$ cat src/rtl/shift_add_mult_if.sv
// rtl/shift_add_mult_if.sv - request/result bundle for the shift-add multiplier
//
// Purpose: groups the operand request and result signals of shift_add_mult.
// Signals:
//   start      request, sampled only while busy=0
//   is_signed  1 = two's complement operands/product, 0 = unsigned
//   mlier      multiplier, WIDTH bits
//   mcand      multiplicand, WIDTH bits
//   busy       operation in progress
//   valid      one-cycle pulse, prodt newly updated
//   prodt      product, 2*WIDTH bits, held until next result or reset
// Modports: master drives the request, slave is the multiplier.
interface shift_add_mult_if #(
  parameter int WIDTH = 32
);
  logic                 start;
  logic                 is_signed;
  logic [WIDTH-1:0]     mlier;
  logic [WIDTH-1:0]     mcand;
  logic                 busy;
  logic                 valid;
  logic [2*WIDTH-1:0]   prodt;

  modport master (
    output start, is_signed, mlier, mcand,
    input  busy, valid, prodt
  );

  modport slave (
    input  start, is_signed, mlier, mcand,
    output busy, valid, prodt
  );
endinterface

$ cat src/rtl/shift_add_mult.sv
// rtl/shift_add_mult.sv - sequential shift-add multiplier, one multiplier bit per clock
//
// Purpose: WIDTH x WIDTH -> 2*WIDTH multiply with runtime signed/unsigned mode.
// Operands are reduced to magnitudes, multiplied unsigned over WIDTH cycles,
// then the sign is applied in a final cycle, so the most-negative operand is exact.
// Ports:
//   i_clock  rising-edge clock
//   i_reset  synchronous active-high reset
//   bus      shift_add_mult_if.slave (start/is_signed/mlier/mcand in,
//            busy/valid/prodt out)
module shift_add_mult #(
  parameter int WIDTH = 32
) (
  input  logic              i_clock,
  input  logic              i_reset,
  shift_add_mult_if.slave   bus
);

  localparam int CW = $clog2(WIDTH + 1);

  localparam logic [1:0] S_IDLE = 2'd0;
  localparam logic [1:0] S_RUN  = 2'd1;
  localparam logic [1:0] S_SIGN = 2'd2;

  localparam logic [WIDTH-1:0]   ONE_W  = {{(WIDTH-1){1'b0}}, 1'b1};
  localparam logic [2*WIDTH-1:0] ONE_2W = {{(2*WIDTH-1){1'b0}}, 1'b1};

  logic [1:0]           r_state;
  logic [WIDTH-1:0]     r_mlier;
  logic [2*WIDTH-1:0]   r_mcand;
  logic [2*WIDTH-1:0]   r_acc;
  logic [CW-1:0]        r_cnt;
  logic                 r_neg;
  logic                 r_valid;
  logic [2*WIDTH-1:0]   r_prodt;

  logic [WIDTH-1:0]     w_mlier_mag;
  logic [WIDTH-1:0]     w_mcand_mag;
  logic                 w_neg;

  // Two's complement negate wraps modulo 2^WIDTH; read back unsigned,
  // -2^(WIDTH-1) becomes 2^(WIDTH-1), which is its true magnitude.
  assign w_mlier_mag = (bus.is_signed && bus.mlier[WIDTH-1]) ? (~bus.mlier + ONE_W) : bus.mlier;
  assign w_mcand_mag = (bus.is_signed && bus.mcand[WIDTH-1]) ? (~bus.mcand + ONE_W) : bus.mcand;
  assign w_neg       = bus.is_signed & (bus.mlier[WIDTH-1] ^ bus.mcand[WIDTH-1]);

  always_ff @(posedge i_clock) begin
    if (i_reset) begin
      r_state <= S_IDLE;
      r_mlier <= '0;
      r_mcand <= '0;
      r_acc   <= '0;
      r_cnt   <= '0;
      r_neg   <= 1'b0;
      r_valid <= 1'b0;
      r_prodt <= '0;
    end else begin
      r_valid <= 1'b0;
      case (r_state)
        S_IDLE: begin
          if (bus.start) begin
            r_mlier <= w_mlier_mag;
            r_mcand <= {{WIDTH{1'b0}}, w_mcand_mag};
            r_neg   <= w_neg;
            r_acc   <= '0;
            r_cnt   <= CW'(WIDTH);
            r_state <= S_RUN;
          end
        end
        S_RUN: begin
          if (r_mlier[0]) begin
            r_acc <= r_acc + r_mcand;
          end
          r_mcand <= r_mcand << 1;
          r_mlier <= r_mlier >> 1;
          r_cnt   <= r_cnt - CW'(1);
          // Counter still holds 1 during the final iteration.
          if (r_cnt == CW'(1)) begin
            r_state <= S_SIGN;
          end
        end
        S_SIGN: begin
          r_prodt <= r_neg ? (~r_acc + ONE_2W) : r_acc;
          r_valid <= 1'b1;
          r_state <= S_IDLE;
        end
        default: begin
          r_state <= S_IDLE;
        end
      endcase
    end
  end

  assign bus.busy  = (r_state != S_IDLE);
  assign bus.valid = r_valid;
  assign bus.prodt = r_prodt;

endmodule
$ cat src/flat_wrapper.sv
// flat-port wrapper written by rule: the top's interface ports become plain ports
module shift_add_mult_flat 
#(
  parameter int WIDTH = 32
)
  (i_clock, i_reset, bus_start, bus_is_signed, bus_mlier, bus_mcand, bus_busy, bus_valid, bus_prodt);
  shift_add_mult_if #(.WIDTH(WIDTH)) bus_i ();
  input  logic i_clock;
  input  logic i_reset;
  input wire logic [$bits(bus_i.start)-1:0] bus_start;
  input wire logic [$bits(bus_i.is_signed)-1:0] bus_is_signed;
  input wire logic [$bits(bus_i.mlier)-1:0] bus_mlier;
  input wire logic [$bits(bus_i.mcand)-1:0] bus_mcand;
  output wire logic [$bits(bus_i.busy)-1:0] bus_busy;
  output wire logic [$bits(bus_i.valid)-1:0] bus_valid;
  output wire logic [$bits(bus_i.prodt)-1:0] bus_prodt;
  assign bus_i.start = bus_start;
  assign bus_i.is_signed = bus_is_signed;
  assign bus_i.mlier = bus_mlier;
  assign bus_i.mcand = bus_mcand;
  assign bus_busy = bus_i.busy;
  assign bus_valid = bus_i.valid;
  assign bus_prodt = bus_i.prodt;
  shift_add_mult #(.WIDTH(WIDTH)) u_core (.i_clock(i_clock), .i_reset(i_reset), .bus(bus_i));
endmodule
$ cat config.mk
export PLATFORM = sky130hd
export DESIGN_NAME = shift_add_mult_flat
export DESIGN_NICKNAME = d
export VERILOG_FILES = /design/src/rtl/shift_add_mult_if.sv /design/src/rtl/shift_add_mult.sv /design/src/flat_wrapper.sv
export SDC_FILE = /design/constraint.sdc
export NUM_CORES = 1
export LEC_CHECK = 0
export ABC_AREA = 1
export ABC_CLOCK_PERIOD_IN_PS = 2710
export CAP_MARGIN = 30
export CORE_ASPECT_RATIO = 1.25
export CORE_UTILIZATION = 35
export DETAILED_ROUTE_END_ITERATION = 10
export DONT_BUFFER_PORTS = 1
export PLACE_DENSITY = 0.61
export SLEW_MARGIN = 25
export SYNTH_ARGS = -nofsm -noshare
export SYNTH_HDL_FRONTEND = slang
export SYNTH_SLANG_ARGS = --single-unit
$ cat constraint.sdc
create_clock -name i_clock -period 2.71 [get_ports i_clock]
set_input_delay 0.271 -clock i_clock [delete_from_list [all_inputs] [get_ports i_clock]]
set_output_delay 0.271 -clock i_clock [all_outputs]
set_load 0.05 [all_outputs]
[Word-level counts from Yosys, hierarchy flattened]
Index checks and enable logic that the tools add are counted.
Cells by class
  $add $sub $neg: 5
  eq/ne operators: 6
  mux-type cells: 16
  bitwise gates (word level): 5
  reductions and logical operators: 9
Operators by type and width (number)
  $mux W64: 4
  $pmux W64 S2: 2
  $mux W32: 3
  $add A32 B1 Y32 const B: 2
  $add A64 B1 Y64 const B: 1
  $add A64 B64 Y64: 1
  $not A32 Y32: 2
  $not A64 Y64: 1
  $pmux W32 S2: 1
  $pmux W6 S2: 1
  $eq A6 B1 Y1 const B: 1
  $mux W6: 1
  $reduce_and A2 Y1: 3
  $sub A6 B1 Y6 const B: 1
  $mux W2: 2
  $ne A2 B1 Y1 const B: 2
  $pmux W2 S2: 1
  $reduce_bool A2 Y1: 2
  $reduce_and A3 Y1: 1
  $eq A2 B1 Y1 const B: 1
  $eq A2 B2 Y1 const B: 1
  $logic_and A1 B1 Y1: 2
  $logic_not A2 Y1: 1
  $ne A2 B2 Y1 const B: 1
  other kinds (3): 3
Storage, ports and cells
  register bits after elaboration: 234

[Depth between registers and ports, before layout]
  word-level depth: 5
  gate-level depth with buffers: 17

[Least setup slack after synthesis]
No wires, ideal clock.
  kind: flip-flop to flip-flop
  start: reg u_core.r_acc[0]
  end: reg u_core.r_acc[62]
  library setup time: 0.132 ns
  arrival time: 1.787 ns
  required time: 2.578 ns
  slack: 0.790 ns
  stages on the path, launching flop included: 18
  period minus slack after synthesis: 1.920 ns
  path through: dfxtp_1 ha_1 inv_1 fa_1 inv_1 nand3_1 inv_1 nand2_1 nand3_1 nand2_1 nand2_1 nand2_1 nand2_1 nand2_1 nand2_1 nand2_1 nand3_1 a21oi_1
Between the ends
  cells in the longest elaborated chain, start to end: 3
Ends and longest elaborated chain
  start: declaration: line shift_add_mult.sv:31  | logic [2*WIDTH-1:0] r_acc;
  start signal: assignment: line shift_add_mult.sv:72  | r_acc <= r_acc + r_mcand;
  $add A64 B64 Y64: line shift_add_mult.sv:72
  $mux W64: line shift_add_mult.sv:71  | if (r_mlier[0]) begin
  $pmux W64 S2: line shift_add_mult.sv:59  | case (r_state)
Every way passes these cells. The select of a mux whose other input is x is not followed.
A chain may end at the register's enable or synchronous reset.

[Worst setup path after layout]
  start: reg u_core.r_acc[19]
  end: reg u_core.r_prodt[29] (netlist: u_core.bus.prodt[29])
Between the ends
  cells in the longest elaborated chain, start to end: 3
Ends and longest elaborated chain
  $not A64 Y64: line shift_add_mult.sv:83  | r_prodt <= r_neg ? (~r_acc + ONE_2W) : r_acc;
  $add A64 B1 Y64: line shift_add_mult.sv:83
  $mux W64: line shift_add_mult.sv:83
  end signal: assignment: line shift_add_mult.sv:83
  end: declaration: line shift_add_mult.sv:35  | logic [2*WIDTH-1:0] r_prodt;
Every way passes these cells.

==> impl_metrics.toml <==
[outcome]
outcome = "completed"

[power]
power_density_nw_per_um2 = 438
vdd_drop_max_mv = 0.322
totalPowerFinal_mw = 9.20
cellLeakagePower_nw = 10.8

[synth]
ys_top_cells_by_area = "dfxtp_1, nand2_1, inv_1"
ys_types = 47
synth.largest_area_cell = "dfxtp_1"
synth_mux_area_frac = 0
synth-edff-count = 0
synth_area_um2 = 18000
synth_top_family_by_area = "simple AND/OR/NAND/NOR gates"
synth_cells = 3141
synth-adder-area-share = 0.0484
ys.warnings.count = 0
synth_compound_area_frac = 0.143
synth-simple-area-share = 0.405
ys_seq_area_frac = 0.260
synthFlopType = "dfxtp_1"
synth_xor_area_frac = 0.0190
async_flop_share = 0
ys_ff_latch = 234
avgSynthCellArea_um2 = 5.73
synth_top_area_share = 0.260
synth_nets = 3278

[layout]
fin_util = 0.415
drive_above_1_share = 0.0631
layout.nets = 3363
final_cell_count_no_fill = 3906
layout_commonest_cell = "nand2_1"
nFillCells = 5572
diodes = 0
final_area_um2 = 21000
area_delta_synth_final_pct = 16.7
mostFrequentLayoutCells = "nand2_1, inv_1, nor2_1, nand3_1, dfxtp_1"

[timing]
timing.final.ws_setup_ps = 112
slew_headroom = 0.450
setup_viol = 0
fin_crit_sh = 0.959
timing.hold.ws_ps = 13.7
tns_ps = 0
fmax_mhz = 385
min_period_ps = 2600
clock_skew_ps = 14.0
hold_violations = 0
maxSlewViolCount = 0
tightest_slew_ps = 824
rsz0062_at_grt = "true"

[detailed_routing]
drc_errors = 0
postRouteAntennaNets = 0
wl_mm = 67.0
wl_per_cell_um = 17.1
vias = 19945
detailedRoute.firstPassIterationCount = 5
drt_iter0_markers = 1452
vias_per_cell = 5.11

[critical_path]
cp_max_fo = 4
arrival_ps = 3120
path_class = "reg -> reg"
crit_path_end_kind = "flip-flop"
required_ps = 3230
cp-start-kind = "flip-flop"

[place]
dpl_cell_area_um2 = 18900
place_ws_ps = 276
dp.cells = 3756
place_congestion = 1.00
io_buffers = 0
dp.final_hpwl_mm = 51.2

[clocking]
clock_latency_ps = 590
cts_made_buffers = 29
htreeDepth = 1
clock_sinks = 234
cts-root-buf = "clkbuf_16"
clkTransAtPathRegs_ps = 70
cts_tree = "done"
cts_buffer_depth = 3

[grt]
grt_first_pass_wirelength_mm = 104
track_usage = 0.252
grt-ovfl-total = 0
grt_max_degree = 142
antenna_found_initial = 0
first_global_vias = 18754

[floorplan]
coreArea_um2 = 50600
die_h_um = 255
start_util = 0.355
dieArea_um2 = 52300
die_x_um = 205
io_pins = 134
rows = 92

[flow_run]
max_cap_viol_count = 0

[worst_hold_path]
hp-class = "in -> reg"
## flip-flops by register name, indices dropped and copies added (netlist names)
signal	cells
u_core.r_mcand	64
u_core.bus.valid	1
u_core.r_mlier	32
u_core.bus.prodt	64
u_core.r_neg	1
u_core.r_acc	64
u_core.r_cnt	6
u_core.r_state	2
## timing repair
item                       4_1_cts  5_1_grt
hold buffers                    97        0
hold endpoints to repair       191        0
setup endpoints to repair        0       27
setup buffers                    0        0
gates resized for setup          0       33
## final cells by class
| class | count | area, um^2 | share of cell area |
|---|---|---|---|
| clock buffers | 36 | 792 | 0.0377 |
| clock inverters | 17 | 231 | 0.0110 |
| inverters | 493 | 1850 | 0.0883 |
| multi-input cells | 2319 | 11200 | 0.532 |
| flip-flops and latches | 234 | 4700 | 0.224 |
| well taps | 658 | 823 | 0.0392 |
| repair buffers | 149 | 1420 | 0.0678 |
## cell families (layout without fill, tap and decap cells)
family          after synthesis  in the layout
simple gates               1758           1758
buf+inv                     588            695
compound gates              453            453
flops                       234            234
fa+ha+maj                    69             69
xor+xnor                     39             39
## where the power goes
part           internal, mW  switching, mW
combinational         0.447          0.831
sequential             3.55          0.138
clock                  2.55           1.68
total                  6.55           2.65
## worst paths after layout
kind                                 startpoint                                 to  slack (ps)  cells after the start
setup / recovery  u_core.r_acc[19]$_SDFFE_PP0P_  u_core.bus.prodt[29]$_SDFFE_PP0P_         110                     10
hold / removal                    bus_mlier[30]    u_core.r_mlier[30]$_SDFFE_PP0P_          10                      3
setup reg to reg  u_core.r_acc[19]$_SDFFE_PP0P_  u_core.bus.prodt[29]$_SDFFE_PP0P_         110                     10
hold reg to reg    u_core.r_cnt[5]$_SDFFE_PP0P_       u_core.r_cnt[5]$_SDFFE_PP0P_         470                      1
## worst max-delay path: stages (launching register included)
cell and delay [ps]:
dfxtp_1 320, buf_4 170, nor2_1 350, nand3_1 170
nor2_1 220, nand4_1 120, o21ai_1 320, o21ai_0 270
o21ai_0 440, nand2_1 90, inv_1 60
## per-layer routing
metal	vias up	global-route usage	wire (um)
met5	-	0	0
met4	0	0.109	3030
met3	140	0.0368	3870
met2	558	0.433	31600
met1	9079	0.307	28500
li1	10168	-	-
## cells in the mapped netlist (4+ instances only)
master and n:
xnor2_1 4, nand4_1 31, o221ai_1 4, dfxtp_1 234, o21ai_0 104, o21ai_1 12, nand2_2 4, buf_2 16
ha_1 68, nand3_2 5, nor3_1 32, nand2_1 1012, inv_2 7, a22oi_1 64, nor2_1 350, buf_1 19
xor2_1 35, a31oi_1 30, nand3b_1 12, inv_1 484, nor4_1 7, clkbuf_1 60, nand3_1 246, a21oi_1 207
o211ai_1 15, nor2_2 13, or2_2 32
No activity file was read; power rests on OpenSTA's default activity.
